### src/rtl/apb_master_arbiter.sv
// ---------------------------------------------------------------------------
// apb_master_arbiter
//
// Purpose:
//   Shares one APB bus between NUM_REQ local requesters. A winner is picked
//   in IDLE, driven through APB SETUP and ACCESS, and the owner gets back a
//   one-cycle completion pulse. For reads, the data comes from a CAPTURE
//   cycle. The target slaves have no PREADY. They register PRDATA at the end
//   of ACCESS, and it stays valid for one cycle only, which is why CAPTURE
//   exists.
//
// Configuration macro:
//   APB_ARB_FIXED_PRIO_EN - when defined, the lowest index always wins and
//                           no round-robin pointer is built. When undefined
//                           (the default), arbitration is round-robin.
//                           Timing is the same in both modes.
//
// Ports:
//   clk, rst_n   clock; asynchronous active-low reset
//   req_valid    per-requester request valid
//   req_ready    one-hot accept, high only for the IDLE winner
//   req_write    per-requester direction (1 = write)
//   req_addr     packed addresses, requester i at [i*addrWidth +: addrWidth]
//   req_wdata    packed write data, same packing
//   rsp_valid    one-cycle completion pulse to the owner
//   rsp_rdata    read data, valid with rsp_valid for reads, otherwise held
//   PADDR, PWRITE, PSEL, PENABLE, PWDATA, PRDATA   APB master signals
// ---------------------------------------------------------------------------
module apb_master_arbiter #(
  parameter int NUM_REQ   = 4,
  parameter int addrWidth = 32,
  parameter int dataWidth = 32
) (
  input  logic                           clk,
  input  logic                           rst_n,
  input  logic [NUM_REQ-1:0]             req_valid,
  output logic [NUM_REQ-1:0]             req_ready,
  input  logic [NUM_REQ-1:0]             req_write,
  input  logic [NUM_REQ*addrWidth-1:0]   req_addr,
  input  logic [NUM_REQ*dataWidth-1:0]   req_wdata,
  output logic [NUM_REQ-1:0]             rsp_valid,
  output logic [dataWidth-1:0]           rsp_rdata,
  output logic [addrWidth-1:0]           PADDR,
  output logic                           PWRITE,
  output logic                           PSEL,
  output logic                           PENABLE,
  output logic [dataWidth-1:0]           PWDATA,
  input  logic [dataWidth-1:0]           PRDATA
);

  localparam int PW = (NUM_REQ > 1) ? $clog2(NUM_REQ) : 1;

  typedef enum logic [1:0] {
    S_IDLE    = 2'd0,
    S_SETUP   = 2'd1,
    S_ACCESS  = 2'd2,
    S_CAPTURE = 2'd3
  } state_t;

  state_t          r_state;
  state_t          w_state_next;
  logic [PW-1:0]   r_owner;
  logic [PW-1:0]   w_winner;
  logic            w_found;
  logic            w_accept;
  logic [addrWidth-1:0] w_sel_addr;
  logic [dataWidth-1:0] w_sel_wdata;

`ifndef APB_ARB_FIXED_PRIO_EN
  logic [PW-1:0]   r_ptr;
`endif

  // Winner search: scan all requesters, starting at the round-robin pointer
  // and wrapping around. In fixed-priority mode the scan starts at index 0.
  always_comb begin
    w_found  = 1'b0;
    w_winner = '0;
    for (int k = 0; k < NUM_REQ; k++) begin
      int idx;
`ifdef APB_ARB_FIXED_PRIO_EN
      idx = k;
`else
      idx = int'(r_ptr) + k;
      if (idx >= NUM_REQ) idx = idx - NUM_REQ;
`endif
      if (!w_found && req_valid[idx]) begin
        w_found  = 1'b1;
        w_winner = PW'(idx);
      end
    end
  end

  assign w_accept    = (r_state == S_IDLE) && w_found;
  assign w_sel_addr  = req_addr[int'(w_winner)*addrWidth +: addrWidth];
  assign w_sel_wdata = req_wdata[int'(w_winner)*dataWidth +: dataWidth];

  always_comb begin
    req_ready = '0;
    if (w_accept) req_ready[w_winner] = 1'b1;
  end

  // State register
  always_ff @(posedge clk or negedge rst_n) begin
    if (!rst_n) r_state <= S_IDLE;
    else        r_state <= w_state_next;
  end

  // Next-state logic
  always_comb begin
    w_state_next = r_state;
    case (r_state)
      S_IDLE:    if (w_accept) w_state_next = S_SETUP;
      S_SETUP:   w_state_next = S_ACCESS;
      S_ACCESS:  w_state_next = PWRITE ? S_IDLE : S_CAPTURE;
      S_CAPTURE: w_state_next = S_IDLE;
      default:   w_state_next = S_IDLE;
    endcase
  end

  // APB outputs and responses are registered. PSEL and PENABLE are set one
  // edge ahead of the state they belong to, so they line up with SETUP and
  // ACCESS. PADDR, PWRITE and PWDATA only load on accept, so they hold
  // through IDLE and CAPTURE.
  always_ff @(posedge clk or negedge rst_n) begin
    if (!rst_n) begin
      PSEL      <= 1'b0;
      PENABLE   <= 1'b0;
      PWRITE    <= 1'b0;
      PADDR     <= '0;
      PWDATA    <= '0;
      rsp_valid <= '0;
      rsp_rdata <= '0;
      r_owner   <= '0;
    end else begin
      rsp_valid <= '0;
      case (r_state)
        S_IDLE: begin
          if (w_accept) begin
            PADDR   <= w_sel_addr;
            PWDATA  <= w_sel_wdata;
            PWRITE  <= req_write[w_winner];
            r_owner <= w_winner;
            PSEL    <= 1'b1;
            PENABLE <= 1'b0;
          end
        end
        S_SETUP: begin
          PENABLE <= 1'b1;
        end
        S_ACCESS: begin
          PSEL    <= 1'b0;
          PENABLE <= 1'b0;
          if (PWRITE) rsp_valid[r_owner] <= 1'b1;
        end
        S_CAPTURE: begin
          // The slave presents PRDATA in this cycle only.
          rsp_rdata          <= PRDATA;
          rsp_valid[r_owner] <= 1'b1;
        end
        default: begin
          PSEL    <= 1'b0;
          PENABLE <= 1'b0;
        end
      endcase
    end
  end

`ifndef APB_ARB_FIXED_PRIO_EN
  // The pointer moves past the requester that was just accepted.
  always_ff @(posedge clk or negedge rst_n) begin
    if (!rst_n) begin
      r_ptr <= '0;
    end else if (w_accept) begin
      if (w_winner == PW'(NUM_REQ - 1)) r_ptr <= '0;
      else                             r_ptr <= w_winner + 1'b1;
    end
  end
`endif

endmodule

### config.mk
export PLATFORM = sky130hd
export DESIGN_NAME = apb_master_arbiter
export DESIGN_NICKNAME = d
export VERILOG_FILES = /design/src/rtl/apb_master_arbiter.sv
export SDC_FILE = /design/constraint.sdc
export NUM_CORES = 1
export LEC_CHECK = 0
export BUFFER_PORTS_ARGS = -buffer_cell sky130_fd_sc_hd__buf_2
export CAP_MARGIN = 20
export CORE_AREA = 2 2 158 160
export DETAILED_ROUTE_END_ITERATION = 16
export DIE_AREA = 0 0 160 162
export PLACE_DENSITY = 0.59
export SLEW_MARGIN = 20
export SYNTH_ARGS = -nofsm -noshare
export SYNTH_HDL_FRONTEND = slang
export SYNTH_SLANG_ARGS = --single-unit
### constraint.sdc
create_clock -name clk -period 2 [get_ports clk]
set_clock_uncertainty 0.15 [all_clocks]
set_input_delay 0.5 -clock clk [delete_from_list [all_inputs] [get_ports clk]]
set_output_delay 0.5 -clock clk [all_outputs]
set_load 0.03 [all_outputs]
==> flow_summary_export.csv <==
group,metric,value,unit
floorplan,die_y,162,um
place,port_buffers,404,
routing,antenna_left,0,
grt,grt_overflow,0,
hold_path,hp-class,"in -> reg",
pwr,leakage,0.00538,uW
sta,tightest_slew,0.415,ns
logic_synthesis,syn_area,0.00668,mm2
clock_tree,clk-insertion-delay-late,0.37,ns
final_layout,regArea,0.00273,mm2
floorplan,dieArea,0.0259,mm2
final_layout,postLayoutCoreUtil,0.462,
logic_synthesis,yosys.area.top_type,"dfrtp_1",
clock_tree,clk_path_buf_depth,2,
sta,slew_headroom,0.721,
logic_synthesis,synth-async-reset-ratio,1.00,
sta,worst_slack,-0.389,ns
routing,post_drt_wl_per_cell,20.8,um
critical_path,cp_max_fo,3,
critical_path,start_kind,"flip-flop",
sta,fin_crit,2.39,ns
final_layout,fillers,2334,
critical_path,endpoint,"req_ready[3]",
logic_synthesis,synth_edf_count,0,
logic_synthesis,ys_types,35,
place,hpwl,21000,um
pwr,total_power,17400,uW
critical_path,startpoint,"r_ptr[1]",
floorplan,io_pins,405,
sta,setup_viol,69,
critical_path,cp_data_required_time,1.35,ns
routing,drtPass1Iterations,7,
routing,drt_iter0_markers,591,
clock_tree,cts_tree,"yes",
final_layout,finalInstanceArea,0.0111,mm2
critical_path,r2r_start,"r_ptr[1]",
floorplan,die_w,160,um
outcome,violations,"negative setup slack",
routing,vias_per_cell,5.29,
critical_path,r2r_cells,10,
sta,slew_viol_final,0,
logic_synthesis,avgSynthCellArea,9.94,um2
logic_synthesis,synth_top_area_share,0.408,
clock_tree,clkSlewWorstSetupHoldPaths,0.09,ns
critical_path,reg2reg_to,"PADDR[2]",
grt,first_global_vias,7777,
flow_run,maxCapViolations,0,
routing,drc,0,
sta,max_freq,0.419,GHz
logic_synthesis,ys_seq_area_frac,0.408,
hold_path,min_path_cells,2,
clock_tree,cts_htree_levels,3,
grt,grt_pass1_wl,44400,um
grt,grt_usage,0.221,
critical_path,crit_type,"reg -> out",
floorplan,core,0.0241,mm2
clock_tree,cts_root_buffer,"clkbuf_16",
logic_synthesis,synth_cells,672,
final_layout,final_nets,1431,
pwr,power_density,1560,mW/mm2
sta,hold_violations,0,
place,gp_congestion,0.820,
grt,grt_antenna_before_repair,1,
logic_synthesis,yosys-top-cells-area,"dfrtp_1 41%, mux2i_1 9.7%, a211o_1 8.5%",
logic_synthesis,ys_ff_latch,109,
clock_tree,numCtsBuffers,9,
logic_synthesis,ys.flop_type,"dfrtp_1",
logic_synthesis,ys_warn_count,0,
sta,period_share,1.19,
critical_path,end_kind,"output port",
logic_synthesis,synth_most_common_cell,"dfrtp_1",
sta,setup_tns,-16.04,ns
outcome,status,"finished with violations",
sta,grt_setup_unrepaired,"true",
critical_path,r2r_setup_slack,-0.32,ns
final_layout,area_growth,66.8,%
logic_synthesis,netlist_top_cells_count,"109 x dfrtp_1, 75 x nand2_1",
grt,grt_start_max_net_pins,65,
floorplan,std_cell_rows,57,
routing,finalWirelength,30400,um
critical_path,crit_arrival,1.74,ns
clock_tree,clock-sinks,109,
routing,num_vias,7741,
place,post-place-ws,-0.391,ns
place,dpl_cell_area,0.00984,mm2
logic_synthesis,synth_fp_nets,970,
floorplan,initial_utilization,0.277,
pwr,peakVddDrop,618,uV
final_layout,layout-drive-gt1-share,0.550,
final_layout,multi_input_area,0.00380,mm2
==> per-layer routing <==
layer	part of all wire	global-route usage
met4	0.018	0.0635
met3	0.076	0.0416
met2	0.48	0.374
met5	0	0
met1	0.42	0.290
==> power by group <==
| group | internal, uW | switching [uW] |
|---|---|---|
| Sequential | 3300 | 590 |
| Clock | 922 | 1060 |
| Combinational | 4970 | 6530 |
| Total | 9180 | 8180 |
==> sequential cells by signal (all words and copies together) (netlist names) <==
signal and flops:
PADDR 32, PENABLE 1, PSEL 1, PWDATA 32
PWRITE 1, r_owner 2, r_ptr 2, r_state 2
rsp_rdata 32, rsp_valid 4
==> what timing repair did <==
action                     CTS  global route
gates cloned                13             2
buffers inserted            16             8
setup endpoints to repair   69            69
hold buffers                 1             0
gates resized for setup     62            25
pin swaps                   12            34
hold endpoints to repair     9             0
==> kinds of logic (layout without fill, tap and decap cells) <==
kind of cell	count (synthesis)	in the layout	share of synthesized area
flip-flops	109	109	0.408
multiplexers	97	97	0.151
buffers and inverters	86	552	0.0656
other	0	1	0
XOR/XNOR	1	1	0.00131
AO/OA/AOI/OAI	209	209	0.244
AND/OR/NAND/NOR	170	170	0.129
==> critical path: stages (launching register included) <==
cell and delay, ns:
dfrtp_1 0.40, nor2b_1 0.17, buf_4 0.14, o21ai_4 0.16, nand3_4 0.13, nor3_4 0.21, buf_6 0.15
==> layout by cell type (no fill, tap or decap), types with 4 or more instances in the layout <==
master / Yosys / routed
buf_6: 4 / 15
mux2i_1: 65 / 44
nand4_1: 65 / 65
clkbuf_16: 0 / 11
nand2_1: 75 / 74
dfrtp_1: 109 / 108
buf_2: 41 / 399
a211o_1: 65 / 65
o31ai_1: 65 / 65
buf_4: 9 / 65
buf_12: 0 / 37
nor3_4: 0 / 4
buf_16: 0 / 10
mux2_2: 32 / 32
nor2_1: 12 / 9
mux2i_2: 0 / 13
o211ai_1: 65 / 65
mux2i_4: 0 / 8
==> worst min-delay path by stage <==
stage                from  slack (ns)            end
6_report       PRDATA[17]        0.21  rsp_rdata[17]
5_1_grt        PRDATA[17]        0.19  rsp_rdata[17]
4_1_cts         PRDATA[6]        0.19   rsp_rdata[6]
3_5_place_dp        rst_n        0.16   rsp_rdata[6]
3_3_place_gp        rst_n        0.16   rsp_rdata[5]
2_1_floorplan       rst_n        0.05       PADDR[0]
==> area by class of cell <==
| type | count | area share |
|---|---|---|
| Multi-Input combinational cell | 477 | 0.341 |
| Inverter | 1 | 0.000337 |
| Clock inverter | 7 | 0.00865 |
| Tap cell | 324 | 0.0364 |
| Sequential cell | 109 | 0.245 |
| Timing Repair Buffer | 535 | 0.348 |
| Antenna cell | 1 | 0.000225 |
| Clock buffer | 9 | 0.0202 |
==> stage by stage <==
step	cells	hold WS [ns]
6_report	1463	0.211
5_1_grt	1462	0.194
4_1_cts	1452	0.195
3_5_place_dp	1407	0.163
3_3_place_gp	1407	0.164
2_1_floorplan	672	0.0544
No activity file was read; power rests on OpenSTA's default activity.
